## src/rtl/sys_defs.sv

```systemverilog
// Shared definitions for the rename map table and its read ports.
package sys_defs;

  localparam int NUM_ARCH_REGS = 32;
  localparam int ROB_SIZE      = 8;
  localparam int TAG_W         = $clog2(ROB_SIZE + 1);
  localparam int IDX_W         = $clog2(NUM_ARCH_REGS);

  // Tag 0 means "value lives in the register file"; 1..ROB_SIZE name ROB entries.
  typedef logic [TAG_W-1:0] ROB_TAG;
  typedef logic [IDX_W-1:0] ARCH_IDX;

  // Operand information handed to the reservation station at dispatch.
  typedef struct packed {
    ROB_TAG rs1_tag;
    ROB_TAG rs2_tag;
    logic   rs1_ready;
    logic   rs2_ready;
  } MT2RS_PACKET;

  // One completing ROB entry on the common data bus.
  typedef struct packed {
    logic   valid;
    ROB_TAG tag;
  } CDB_PACKET;

endpackage

```

## src/rtl/mt_read_port.sv

```systemverilog
// One source-operand lookup into the map table, with same-cycle CDB bypass.
module mt_read_port
  import sys_defs::*;
(
  input  ARCH_IDX                    idx,
  input  ROB_TAG [NUM_ARCH_REGS-1:0] tags,
  input  logic   [NUM_ARCH_REGS-1:0] ready,
  input  CDB_PACKET                  cdb,
  output ROB_TAG                     tag_out,
  output logic                       ready_out
);

  ROB_TAG cur_tag;
  logic   cur_ready;
  logic   bypass_hit;

  // Register 0 always reads as "from regfile, not ready"; a broadcast of the
  // mapped tag marks the operand ready this same cycle.
  always_comb begin
    cur_tag    = '0;
    cur_ready  = 1'b0;
    bypass_hit = 1'b0;
    if (idx != '0) begin
      cur_tag   = tags[idx];
      cur_ready = ready[idx];
    end
    bypass_hit = cdb.valid && (cdb.tag == cur_tag) && (cur_tag != '0);
    tag_out    = cur_tag;
    ready_out  = cur_ready | bypass_hit;
  end

endmodule

```

## src/rtl/map_table.sv

```systemverilog
// Register-rename map table: per-register producing ROB tag and completion bit.
module map_table
  import sys_defs::*;
(
  input  logic        clock,
  input  logic        reset,
  input  logic        dispatch_en,
  input  ARCH_IDX     rs1_idx,
  input  ARCH_IDX     rs2_idx,
  input  ARCH_IDX     dest_reg_idx,
  input  ROB_TAG      dispatch_tag,
  input  logic        cdb_valid,
  input  ROB_TAG      cdb_tag,
  input  logic        retire_en,
  input  ARCH_IDX     retire_reg_idx,
  input  ROB_TAG      retire_tag,
  input  logic        squash,
  output MT2RS_PACKET mt2rs_packet_out
);

  ROB_TAG [NUM_ARCH_REGS-1:0] tags;
  logic   [NUM_ARCH_REGS-1:0] ready;
  CDB_PACKET                  cdb;

  ROB_TAG rs1_tag;
  ROB_TAG rs2_tag;
  logic   rs1_ready;
  logic   rs2_ready;

  // Bundle the broadcast so both read ports see the same view of it.
  always_comb begin
    cdb.valid = cdb_valid;
    cdb.tag   = cdb_tag;
  end

  // Lookups use pre-update state, so a self-dependent instruction sees the old mapping.
  mt_read_port u_rs1 (
    .idx       (rs1_idx),
    .tags      (tags),
    .ready     (ready),
    .cdb       (cdb),
    .tag_out   (rs1_tag),
    .ready_out (rs1_ready)
  );

  mt_read_port u_rs2 (
    .idx       (rs2_idx),
    .tags      (tags),
    .ready     (ready),
    .cdb       (cdb),
    .tag_out   (rs2_tag),
    .ready_out (rs2_ready)
  );

  // Pack the two lookups for the reservation station.
  always_comb begin
    mt2rs_packet_out.rs1_tag   = rs1_tag;
    mt2rs_packet_out.rs2_tag   = rs2_tag;
    mt2rs_packet_out.rs1_ready = rs1_ready;
    mt2rs_packet_out.rs2_ready = rs2_ready;
  end

  // Per-register update, priority squash > dispatch > retire > CDB; entry 0 is never written.
  always_ff @(posedge clock or negedge reset) begin
    if (!reset) begin
      tags  <= '0;
      ready <= '0;
    end else if (squash) begin
      tags  <= '0;
      ready <= '0;
    end else begin
      for (int r = 1; r < NUM_ARCH_REGS; r++) begin
        if (dispatch_en && (dest_reg_idx == ARCH_IDX'(r))) begin
          tags[r]  <= dispatch_tag;
          ready[r] <= 1'b0;
        end else if (retire_en && (retire_reg_idx == ARCH_IDX'(r)) &&
                     (tags[r] == retire_tag)) begin
          tags[r]  <= '0;
          ready[r] <= 1'b0;
        end else if (cdb_valid && (cdb_tag != '0) && (tags[r] == cdb_tag)) begin
          ready[r] <= 1'b1;
        end
      end
    end
  end

  // A dispatching instruction must always carry a real ROB entry.
  dispatch_tag_nonzero: assert property (
    @(posedge clock) disable iff (!reset) dispatch_en |-> (dispatch_tag != '0)
  );

endmodule
```

## config.mk

```make
export PLATFORM = sky130hd
export DESIGN_NAME = map_table
export DESIGN_NICKNAME = d
export VERILOG_FILES = /design/src/rtl/sys_defs.sv /design/src/rtl/mt_read_port.sv /design/src/rtl/map_table.sv
export SDC_FILE = /design/constraint.sdc
export NUM_CORES = 1
export LEC_CHECK = 0
export ABC_AREA = 1
export BUFFER_PORTS_ARGS = -buffer_cell sky130_fd_sc_hd__buf_2
export CAP_MARGIN = 0
export CORE_UTILIZATION = 43
export DETAILED_ROUTE_END_ITERATION = 12
export PLACE_DENSITY = 0.61
export SLEW_MARGIN = 25
export SYNTH_ARGS = -nofsm -noshare
export SYNTH_HDL_FRONTEND = slang
export SYNTH_HIERARCHICAL = 1
export SYNTH_SLANG_ARGS = --single-unit
```

## constraint.sdc

```tcl
create_clock -name clock -period 1.29 [get_ports clock]
set_clock_uncertainty 0.05 [all_clocks]
set_input_delay 0.0645 -clock clock [delete_from_list [all_inputs] [get_ports clock]]
set_output_delay 0.0645 -clock clock [all_outputs]
set_load 0.05 [all_outputs]
```

# Word-level counts from Yosys, hierarchy flattened
# Cells that the tools add are included.
[word_totals]
elab_cells = 557
in_bits = 38
register_bits = 155
out_inout_bits = 10
[op_classes]
reduce_logical = 196
bitwise_logic = 2
magnitude_cmp = 2
mux = 169
eq_ne = 126
[op_table]
columns = ["op", "n"]
rows = [
  ["$mux 4", 66],
  ["$eq 4x4->1", 64],
  ["$eq 5x5->1 const B", 32],
  ["$reduce_bool 4->1", 34],
  ["$logic_and 1x1->1", 129],
  ["$mux 124", 1],
  ["$mux 1", 97],
  ["$reduce_bool 3->1", 31],
  ["$eq 5x4->1 const B", 16],
  ["$bmux 4 s5", 2],
  ["$eq 5x3->1 const B", 8],
  ["$mux 31", 1],
  ["$eq 5x2->1 const B", 4],
  ["$lt 5x6->1 const B", 2],
  ["$bmux 1 s5", 2],
  ["$eq 5x1->1 const B", 2],
  ["$reduce_bool 5->1", 2],
  ["$or 1x1->1", 2],
]

# Longest topological paths before layout
[depth]
word_depth = 7
mapped_depth = 16
mapped_depth_nobuf = 13

# Cells and area by module
# Netlist, hierarchy kept.
[by_module_without_submodules]
columns = ["module", "cells_each", "instances", "area_per_inst_um2"]
rows = [
  ["map_table", 2004, 1, 11458.5],
  ["mt_read_port", 377, 2, 1771.7],
]

# Least setup slack after synthesis
# Ideal clock, no wire load.
[synth_timing]
path_kind = "register -> output"
from = "register tags[85] (netlist bit)"
to = "output port mt2rs_packet_out[0] (netlist bit)"
t_arrival_ns = 1.358
path_buffers = 1
required_ns = 1.176
path_stages_with_launch = 14
slack_ns = -0.183
cell_sequence = "dfrtp_1 > nand2_1 > nand3_1 > nand3_1 > nand2_1 > nand2_1 > nand3_1 > nand3_1 > nand2_1 > nand2_1 > nor2_1 > nand3_1 > nand2_1 > buf_4"
[synth_between]
elab_chain_len = 7
[synth_lines]
columns = ["item", "line_no", "source"]
rows = [
  ["start, declared", "map_table.sv:21", "ROB_TAG [NUM_ARCH_REGS-1:0] tags;"],
  ["start signal, assigned by index", "map_table.sv:74", "tags[r] <= dispatch_tag;"],
  ["$bmux 4 s5 (*)", "mt_read_port.sv:24", "cur_tag = tags[idx];"],
  ["$mux 4 (implied by the code) (*)", "mt_read_port.sv:24", ""],
  ["$mux 4 (*)", "mt_read_port.sv:23", "if (idx != '0) begin"],
  ["$eq 4x4->1", "mt_read_port.sv:27", "bypass_hit = cdb.valid && (cdb.tag == cur_tag) && (cur_tag != '0);"],
  ["$logic_and 1x1->1", "mt_read_port.sv:27", ""],
  ["$logic_and 1x1->1 (*)", "mt_read_port.sv:27", ""],
  ["$or 1x1->1 (*)", "mt_read_port.sv:29", "ready_out = cur_ready | bypass_hit;"],
  ["end, declared", "map_table.sv:18", "output MT2RS_PACKET mt2rs_packet_out"],
]
# Mark *: on every way between the ends. The rest lies on a longest branch, timed or not. The select of a mux whose other input is x is not followed.

==> out/metrics.csv <==
stage,metric,value,unit
run_status,outcome,finished with violations,
run_status,violations in the final reports,setup timing,
finish,number of fill cells,3251,
finish,area used by multi-input combinational logic,0.0106,mm2
setup_path,type of destination of the critical path,output pin,
finish,area occupied by registers,0.00394,mm2
place,hpwl dp,50.5,mm
finish,"most common cell after layout, fill and taps aside",sky130_fd_sc_hd__nand2_1,
finish,number of antenna cells inserted,0,
setup_path,highest fanout seen on the critical path,3,
setup_path,"critical path, cell by cell","buf_6, nand2_4, nand3_4, nand3_4, nand2_1, nand2_1, nand3_2, nand3_4, a21oi_2, nor2_1, nand3_1, nand2_2, buf_8",
pwr,relative contribution of combinational cells to total power,28.2,%
floorplan,ports placed on the boundary,48,
floorplan,die outline width,189,um
floorplan,Chip Height,189,um
hold_path,WHS Endpoint,ready[15]$_DFFE_PN0P_,
synthesis,syn avg cell area,5.44,um2
hold_path,number of cells on the worst hold path,4,
setup_path,delay of the slowest cell on the worst path,410,ps
routing,Antenna Nets Post-Route,0,
grt,GRT Util Overall,40.3,%
setup_path,family of cells with the greatest summed delay on the critical path,simple AND/OR/NAND/NOR gates,
run,number of maximum-capacitance violations,0,
timing,minimum clock period,2300,ps
setup_path,type of element launching the critical path,register,
routing,detailed-route DRC error count,0,
finish,area of all placed cells without fillers,0.0207,mm2
hold_path,launch instance of the worst min-delay path,squash,
timing,fin worst setup slack,-1010,ps
routing,Initial DRC Count,2415,
hold_path,class of the worst hold path,in2reg,
setup_path,worst reg2reg path startpoint,tags[117]$_DFFE_PN0P_,
clocking,Clock Latency Late Sink,460,ps
grt,total congestion overflow after global routing,0,
floorplan,num rows,68,
finish,Layout Cells excl Fill,3494,
synthesis,share of synthesized area occupied by flip-flops and latches,25.9,%
place,dpl cells,3435,
synthesis,flip-flop and latch count after synthesis,155,
clocking,cell at the root of the clock tree,sky130_fd_sc_hd__clkbuf_16,
pwr,fraction of power spent switching nets,34.9,%
place,final weighted congestion in routability-driven placement,1.10,
routing,Vias/cell,5.65,
floorplan,Initial Util,43.5,%
timing,upper clock frequency limit,436,MHz
finish,"commonest cells after routing, fill and taps aside","sky130_fd_sc_hd__nand2_1, sky130_fd_sc_hd__nand3_1, sky130_fd_sc_hd__inv_1, sky130_fd_sc_hd__nor2_1, sky130_fd_sc_hd__buf_4",
setup_path,cell with the largest stage delay on the worst path,sky130_fd_sc_hd__dfrtp_1,
finish,layout overhead on the synthesized area,37.9,%
routing,sum of routed wire length over all layers,73.1,mm
pwr,IR Drop Worst-Case VDD,0.00100,V
clocking,CTS tree,done,
setup_path,arrival time at the worst endpoint,2180,ps
floorplan,total die area,0.0356,mm2
setup_path,depth of the most critical reg-to-reg path,9,
timing,count of final max-slew check failures,0,
pwr,clock power share,38.2,%
clocking,Bufs on Longest Clock Path,2,
synthesis,post-synth cell types,32,
routing,drt wl/cell,20.9,um
finish,utilization after layout,60.1,%
clocking,clock transition at the registers of the reported paths,70,ps
grt,number of global-route vias before repair,17700,
grt,first-pass GRT wire length,107,mm
routing,drt first pass iters,6,
synthesis,warnings from Yosys,6,
pwr,total power per unit cell area,716,mW/mm2
setup_path,number of buffer and inverter instances along the worst setup path,2,
pwr,static leakage,10.6,nW
setup_path,Critical R2R Capture,tags[117]$_DFFE_PN0P_,
clocking,number of buffers created by CTS,17,
grt,antenna violations before repair,0,
pwr,sequential fraction of design power,33.6,%
setup_path,most prevalent standard cell on the critical path,sky130_fd_sc_hd__nand3_4,
setup_path,Critical Path RT,1180,ps
place,Port Buffers,47,
setup_path,critical path type,reg2out,
timing,part of the cycle the worst path needs,178,%
pwr,overall power consumption,14.8,mW
timing,final setup violating endpoints,79,
synthesis,synthesized area,0.0150,mm2
grt,pin count of the biggest net entering global routing,57,
routing,via count,19700,
pwr,internal power contribution,9.66,mW
timing,setup repair after global routing missed its margin,true,
pwr,net switching power of the design,5.17,mW
floorplan,placeable core region,0.0345,mm2
setup_path,Reg2Reg Setup Slack,-120,ps
finish,fraction of final layout cells sized beyond drive strength 1,29.6,%
place,total placed instance area,0.0179,mm2
timing,hold violation count in the final report,0,
synthesis,Post-Synthesis Cells,2758,
timing,hold_ws,57.7,ps
finish,layout net count,3064,
clocking,CTS H-Tree Depth,4,
clocking,clock sinks,155,
-- state kept, by name, summed over array words and instances (netlist names) --
name	count
ready	31
tags	124
-- synth_stat cells, drive strengths merged --
master,instances,area [um2]
o221ai,12,105
o22ai,4,25.0
o21ai,50,250
nor2,280,1080
o211ai,6,45.0
clkinv,2,7.51
a21oi,27,139
nand2,1416,5320
conb,1,3.75
o31ai,2,15.0
buf,131,903
nand3,382,2070
clkbuf,6,25.0
dfrtp,155,3880
xor2,2,17.5
inv,270,1030
nand4,6,37.5
nor3,6,50.1
-- power groups by stage --
stage	logic, mW	clock network (mW)	registers (mW)
2_1_floorplan	1.95	0	5.04
3_3_place_gp	3.54	0	5.06
3_5_place_dp	3.57	0	5.06
4_1_cts	3.79	5.70	4.97
5_1_grt	4.40	5.87	4.98
6_report	4.19	5.66	4.98
-- logic make-up (layout without fill, tap and decap cells) --
logic type	Yosys count	count (layout)	share of synthesized area [%]
flops	155	155	25.9
compound gates	101	101	3.86
other cells	1	10	0.0250
simple gates	2090	2090	57.0
buf+inv	409	681	13.1
xor+xnor	2	2	0.117
-- worst max path at each step --
| stage | start | endpoint | slack (ps) | cells past startpoint |
|---|---|---|---|---|
| after floorplan | tags[37]$_DFFE_PN0P_ | mt2rs_packet_out[0] | -160 | 13 |
| after global placement | rs2_idx[0] | mt2rs_packet_out[0] | -820 | 16 |
| after detailed placement | rs2_idx[0] | mt2rs_packet_out[0] | -810 | 16 |
| after CTS | tags[62]$_DFFE_PN0P_ | mt2rs_packet_out[1] | -950 | 11 |
| after global routing | tags[43]$_DFFE_PN0P_ | mt2rs_packet_out[0] | -1100 | 13 |
| final | tags[103]$_DFFE_PN0P_ | mt2rs_packet_out[0] | -1010 | 13 |
-- timing repair --
action                                 CTS  global route
pin swaps                               80           195
resized for setup                      207           394
setup endpoints to repair               94           165
buffers inserted                        17            44
endpoints found under the hold margin  155             0
hold buffers                             1             0
-- area by class of cell --
cell class	instances	area share, %
multi-input cells	2203	51.2
repair buffers	377	18.7
well taps	455	2.75
inverters	272	5.20
clock buffers	19	2.14
flip-flops and latches	155	19.1
clock inverters	13	0.913
-- worst min-delay path: cells and delay by family --
kind	cells	cell delay, ps
AND/OR/NAND/NOR	3	240
buffers and inverters	1	230
-- routing by layer --
layer	vias to the layer above	track usage (%)	wire [um]
met4	0	19.5	4350
met2	1352	61.0	30900
li1	8997	-	-
met3	306	8.53	9380
met5	-	0	0
met1	9072	54.4	28400
-- through the flow --
| step | TNS [ps] | setup WS [ps] |
|---|---|---|
| after CTS | -8800 | -949 |
| final | -11410 | -1010 |
| after detailed placement | -13030 | -814 |
| after global routing | -19100 | -1100 |
| after floorplan | -533 | -164 |
| after global placement | -11440 | -818 |
Note: power is estimated with default switching activity, not from simulation.
